File: src/rtl/audio_pkg.sv
// Shared definitions for the audio sample path: sample-size codes,
// the code-to-width mapping and the default channel sample width.
package audio_pkg;

  // Default width of one channel sample in bits.
  localparam int AUDIO_DATA_W = 32;

  // Sample-size codes as delivered by the configuration registers.
  // Codes 2, 6 and 7 are unassigned and fall back to 16-bit handling.
  typedef enum logic [2:0] {
    S_8BIT  = 3'd0,
    S_12BIT = 3'd1,
    S_16BIT = 3'd3,
    S_24BIT = 3'd4,
    S_32BIT = 3'd5
  } sample_size_e;

  // Active sample width in bits for a size code; unknown codes map to 16.
  function automatic int unsigned sample_width(input logic [2:0] code);
    int unsigned w;
    case (sample_size_e'(code))
      S_8BIT:  w = 8;
      S_12BIT: w = 12;
      S_24BIT: w = 24;
      S_32BIT: w = 32;
      default: w = 16;
    endcase
    return w;
  endfunction

endpackage

File: src/rtl/audio_fifo_mem.sv
// Simple dual-port register array: synchronous write, combinational read.
// Holds one stereo pair per entry for audio_sample_fifo.
module audio_fifo_mem #(
  parameter int WIDTH  = 64,
  parameter int ADDR_W = 3
) (
  input  logic              clk,
  input  logic              we,
  input  logic [ADDR_W-1:0] waddr,
  input  logic [WIDTH-1:0]  wdata,
  input  logic [ADDR_W-1:0] raddr,
  output logic [WIDTH-1:0]  rdata
);

  logic [WIDTH-1:0] mem_reg [2**ADDR_W];

  // Store the incoming pair at the write address when enabled.
  always_ff @(posedge clk) begin
    if (we) begin
      mem_reg[waddr] <= wdata;
    end
  end

  // Read is combinational so the head entry is available in the request cycle.
  assign rdata = mem_reg[raddr];

endmodule

File: src/rtl/audio_sample_fifo.sv
// Stereo sample FIFO between sample_processor and the I2S shift_register.
// Writes use a valid/ready handshake; reads are frame-start pulses that
// return MSB-justified, size-masked samples one cycle later, or a mute
// pair (with a sticky underrun flag) when the FIFO is empty.
// Optional build macro AUDIO_FIFO_UNDERRUN_CNT_EN adds a saturating
// 16-bit underrun_count output.
module audio_sample_fifo
  import audio_pkg::*;
#(
  parameter int DATA_W          = AUDIO_DATA_W,
  parameter int DEPTH_LOG2      = 3,
  parameter int ALMOST_FULL_LVL = 6
) (
  input  logic                  clk,
  input  logic                  rst,
  input  logic [2:0]            sample_size,
  input  logic                  wr_valid,
  input  logic [DATA_W-1:0]     wr_left,
  input  logic [DATA_W-1:0]     wr_right,
  output logic                  wr_ready,
  input  logic                  rd_req,
  output logic                  rd_valid,
  output logic [DATA_W-1:0]     rd_left,
  output logic [DATA_W-1:0]     rd_right,
  output logic [DEPTH_LOG2:0]   level,
  output logic                  almost_full,
  output logic                  underrun
`ifdef AUDIO_FIFO_UNDERRUN_CNT_EN
  ,
  output logic [15:0]           underrun_count
`endif
);

  localparam int DEPTH = 1 << DEPTH_LOG2;
  localparam logic [DEPTH_LOG2:0] FULL_LVL = (DEPTH_LOG2 + 1)'(DEPTH);
  localparam logic [DEPTH_LOG2:0] AF_LVL   = (DEPTH_LOG2 + 1)'(ALMOST_FULL_LVL);

  logic [DEPTH_LOG2-1:0] wr_ptr_reg;
  logic [DEPTH_LOG2-1:0] rd_ptr_reg;
  logic [DEPTH_LOG2:0]   level_reg;
  logic [DEPTH_LOG2:0]   level_next;
  logic                  almost_full_reg;
  logic                  rd_valid_reg;
  logic [DATA_W-1:0]     rd_left_reg;
  logic [DATA_W-1:0]     rd_right_reg;
  logic                  underrun_reg;

  logic                  full;
  logic                  empty;
  logic                  wr_en;
  logic                  rd_hit;
  logic                  rd_mute;

  logic [2*DATA_W-1:0]       mem_wdata;
  logic [2*DATA_W-1:0]       mem_rdata;
  // Channel 1 is left, channel 0 is right, matching the packed memory word.
  logic [1:0][DATA_W-1:0]    raw_chan;
  logic [1:0][DATA_W-1:0]    just_chan;

  // Place the low W bits of a sample at the top of the word; the shift
  // drops everything above W and zero-fills below.
  function automatic logic [DATA_W-1:0] msb_justify(input logic [DATA_W-1:0] s,
                                                    input logic [2:0]        code);
    int unsigned w;
    w = sample_width(code);
    if (w > DATA_W) begin
      w = DATA_W;
    end
    return s << (DATA_W - w);
  endfunction

  // Status comes from the registered level only, so a read in the same
  // cycle never frees room for a write that the producer already saw refused.
  assign full     = (level_reg == FULL_LVL);
  assign empty    = (level_reg == '0);
  assign wr_ready = !full;
  assign wr_en    = wr_valid && !full;
  assign rd_hit   = rd_req && !empty;
  assign rd_mute  = rd_req && empty;

  assign mem_wdata = {wr_left, wr_right};

  audio_fifo_mem #(
    .WIDTH  (2 * DATA_W),
    .ADDR_W (DEPTH_LOG2)
  ) u_mem (
    .clk   (clk),
    .we    (wr_en),
    .waddr (wr_ptr_reg),
    .wdata (mem_wdata),
    .raddr (rd_ptr_reg),
    .rdata (mem_rdata)
  );

  assign raw_chan = mem_rdata;

  // Both channels share the same justification using the read-time size code.
  genvar gi;
  generate
    for (gi = 0; gi < 2; gi++) begin : g_chan
      assign just_chan[gi] = msb_justify(raw_chan[gi], sample_size);
    end
  endgenerate

  // Level moves by one on a lone write or lone read; both or neither holds it.
  always_comb begin
    level_next = level_reg;
    if (wr_en && !rd_hit) begin
      level_next = level_reg + 1'b1;
    end else if (rd_hit && !wr_en) begin
      level_next = level_reg - 1'b1;
    end
  end

  // Pointer, level and almost_full registers; pointers wrap naturally.
  always_ff @(posedge clk or posedge rst) begin
    if (rst) begin
      wr_ptr_reg      <= '0;
      rd_ptr_reg      <= '0;
      level_reg       <= '0;
      almost_full_reg <= 1'b0;
    end else begin
      if (wr_en) begin
        wr_ptr_reg <= wr_ptr_reg + 1'b1;
      end
      if (rd_hit) begin
        rd_ptr_reg <= rd_ptr_reg + 1'b1;
      end
      level_reg       <= level_next;
      almost_full_reg <= (level_next >= AF_LVL);
    end
  end

  // Read response: every rd_req yields a one-cycle rd_valid with either the
  // head pair or silence; the output samples hold between requests.
  always_ff @(posedge clk or posedge rst) begin
    if (rst) begin
      rd_valid_reg <= 1'b0;
      rd_left_reg  <= '0;
      rd_right_reg <= '0;
      underrun_reg <= 1'b0;
    end else begin
      rd_valid_reg <= rd_req;
      if (rd_hit) begin
        rd_left_reg  <= just_chan[1];
        rd_right_reg <= just_chan[0];
      end else if (rd_mute) begin
        rd_left_reg  <= '0;
        rd_right_reg <= '0;
        underrun_reg <= 1'b1;
      end
    end
  end

`ifdef AUDIO_FIFO_UNDERRUN_CNT_EN
  logic [15:0] underrun_count_reg;

  // Count empty reads, sticking at the maximum rather than wrapping.
  always_ff @(posedge clk or posedge rst) begin
    if (rst) begin
      underrun_count_reg <= '0;
    end else if (rd_mute && (underrun_count_reg != 16'hFFFF)) begin
      underrun_count_reg <= underrun_count_reg + 16'd1;
    end
  end

  assign underrun_count = underrun_count_reg;
`endif

  assign level       = level_reg;
  assign almost_full = almost_full_reg;
  assign rd_valid    = rd_valid_reg;
  assign rd_left     = rd_left_reg;
  assign rd_right    = rd_right_reg;
  assign underrun    = underrun_reg;

endmodule

File: config.mk
export PLATFORM = sky130hd
export DESIGN_NAME = audio_sample_fifo
export DESIGN_NICKNAME = d
export VERILOG_FILES = /design/src/rtl/audio_pkg.sv /design/src/rtl/audio_fifo_mem.sv /design/src/rtl/audio_sample_fifo.sv
export SDC_FILE = /design/constraint.sdc
export NUM_CORES = 1
export LEC_CHECK = 0
export ABC_AREA = 1
export BUFFER_PORTS_ARGS = -buffer_cell sky130_fd_sc_hd__buf_2
export CAP_MARGIN = 20
export CORE_MARGIN = 2
export CORE_UTILIZATION = 63
export CTS_BUF_LIST = sky130_fd_sc_hd__clkbuf_8
export DETAILED_ROUTE_END_ITERATION = 16
export PLACE_DENSITY_LB_ADDON = 0.1
export SLEW_MARGIN = 20
export SYNTH_ARGS = -nofsm -noshare
export SYNTH_HDL_FRONTEND = slang
export SYNTH_SLANG_ARGS = --single-unit
File: constraint.sdc
create_clock -name clk -period 5.9 [get_ports clk]
set_input_delay 1.77 -clock clk [delete_from_list [all_inputs] [get_ports clk]]
set_output_delay 1.77 -clock clk [all_outputs]
set_load 0.02 [all_outputs]
==> qor.yml <==
grt_first_pass_wirelength_um: 97400
cts_tree: "done"
antenna_found_initial: 4
gr-usage-all-layers_pct: 31.9
synth_fa_ha_area_share_pct: 0.204
max_slew_margin_pct: 26.6
maxCapViolations: 0
cts_resized: 0
p_per_area_nw_per_um2: 508
yosys-top-cells-area: "edfxtp_1 (63%), nand2_1 (14%), nand3_1 (9.8%)"
fin_crit_sh_pct: 68.5
setup_ws_ps: 1860
ant_nets: 0
tns_ps: 0
hold_viol: 0
cts_setup_buffers: 0
status: "finished, final reports clean"
finalSetupViolCount: 0
clk_pin_slew_ps: 60
yosysWarnings: 0
drtIter0Drc: 1937
grt_max_degree: 144
critPathMaxFanout: 24
synth_top_area_share_pct: 62.8
endpoint_kind: "flop"
cts_buffers: 93
start_util_pct: 63.5
synthesis.nets: 2335
route.vias.total: 17400
synth.yosys.seq_area_share_pct: 70.6
placed_area_um2: 25600
max-clock-path-buffers: 3
die_h_um: 201
synth_area_um2: 24500
die_w_um: 201
place_ws_ps: 1260
pin_count: 143
die_area_um2: 40500
root_buffer: "clkbuf_8"
startpoint_type: "input port"
layout_common_cells: "nand2_1 (926), edfxtp_1 (512), nand3_1 (480)"
hold_buffers: 0
portBuffers: 142
drc: 0
synth-simple-area-share_pct: 24.7
largest_reg_flops: 512
drt_wl_total_um: 63400
fmax_mhz: 248
synth-xor-area-share_pct: 0.250
syn_to_final_growth_pct: 11.6
cp.arrival_ps: 4640
hold_path_class: "reg -> reg"
overflow: 0
vias_per_cell: 5.85
rsz0062_at_grt: "no"
dr.pass1.iters: 6
synth_top_cell_by_area: "edfxtp_1"
hold-worst-slack_ps: 474
peakVddDrop_mv: 0.357
layout.cells.most_common: "nand2_1"
utilization_pct: 70.9
htreeDepth: 3
fin_skew_ps: 44.8
synth_compound_area_share_pct: 1.14
tightest_slew_ps: 1100
final_net_count: 2466
synthCells: 2260
design_area_um2: 27300
p_leak_nw: 11.0
coreArea_um2: 38600
syn_avg_cell_area_um2: 10.8
final.min_clock_period_ps: 4040
grt_pass1_vias: 16700
gp_congestion: 0.933
synth_mux_area_share_pct: 0
hpwl_um: 37400
final_layout_size_suffix_gt1_share_pct: 12.7
drv_slew: 0
clkLatencyLatePin_ps: 690
wl_per_cell_um: 21.3
synth_seq_cells: 589
synth_top_family_by_area: "simple AND/OR/NAND/NOR gates"
clock_sinks: 589
core.rowCount: 72
ys_types: 30
worstSetupPathType: "in -> reg"
cp.required_ps: 6500
[through the flow]
| stage | total power, mW | instances |
|---|---|---|
| 6_report | 13.9 | 2983 |
| 5_1_grt | 14.7 | 2981 |
| 4_1_cts | 13.8 | 2978 |
| 3_5_place_dp | 10.6 | 2813 |
| 3_3_place_gp | 10.5 | 2813 |
| 2_1_floorplan | 8.91 | 2260 |
[synth_stat cells]
master	n
edfxtp_1	512
nor2_2	2
buf_4	14
ha_1	4
a22oi_1	1
buf_6	1
and2_1	1
xor2_1	6
buf_2	68
inv_2	5
a31oi_1	1
nand2_1	926
buf_1	13
xnor2_1	1
nand3_1	480
a21oi_1	17
o21ai_2	1
nor3_4	1
or2_2	1
clkinv_1	2
inv_1	24
o211ai_1	2
or2_1	1
nor2_1	30
o21ai_0	27
clkbuf_1	37
dfrtp_1	77
nor3_1	1
o21bai_1	1
o21ai_1	3
[layout make-up]
type / count / area (um2)
Antenna cell: 4 / 10.0
Clock buffer: 95 / 1310
Clock inverter: 70 / 418
Fill cell: 2784 / 11200
Inverter: 31 / 130
Multi-Input combinational cell: 1507 / 6510
Sequential cell: 589 / 17300
Tap cell: 518 / 648
Timing Repair Buffer: 169 / 1010
[worst paths after layout]
check                                     from  slack (ps)  cells past startpoint             to
worst max-delay path            sample_size[1]        1860                      8   rd_right[17]
worst min-delay path                  underrun         470                      1       underrun
worst max register to register   rd_ptr_reg[0]        2530                     12    rd_left[30]
worst min register to register        underrun         470                      1       underrun
max in group asynchronous                  rst        3670                      3  rd_ptr_reg[0]
min in group asynchronous                  rst        1220                      2  wr_ptr_reg[2]
[worst max-delay path, stage by stage]
cell,delay [ps]
buf_2,150
nor2_2,590
inv_1,590
nor2_2,860
inv_2,380
o21ai_0,170
nand2_1,70
nand2_1,50
[cell families (layout without fill, tap and decap cells)]
family / Yosys count / after routing
AOI/OAI and AO/OA: 53 / 53
other: 0 / 4
DFF: 589 / 589
adders and majority gates: 4 / 4
buffers and inverters: 164 / 365
and+or+nand+nor: 1443 / 1443
xor gates and xnor gates: 7 / 7
[report_power, final]
group	leakage (nW)	switching (mW)	internal, mW
Combinational	4.41	3.71	1.30
Sequential	5.62	0.372	5.26
Clock	0.991	1.57	1.68
Total	11.0	5.65	8.24
[metal layers]
metal | track usage, % | vias up | share of wire, %
li1 | - | 8041 | -
met1 | 45.6 | 8344 | 41
met2 | 48.8 | 928 | 46
met3 | 7.42 | 133 | 10
met4 | 11.6 | 2 | 3.0
met5 | 0 | - | 0.020
Note: power is estimated with default switching activity, not from simulation.
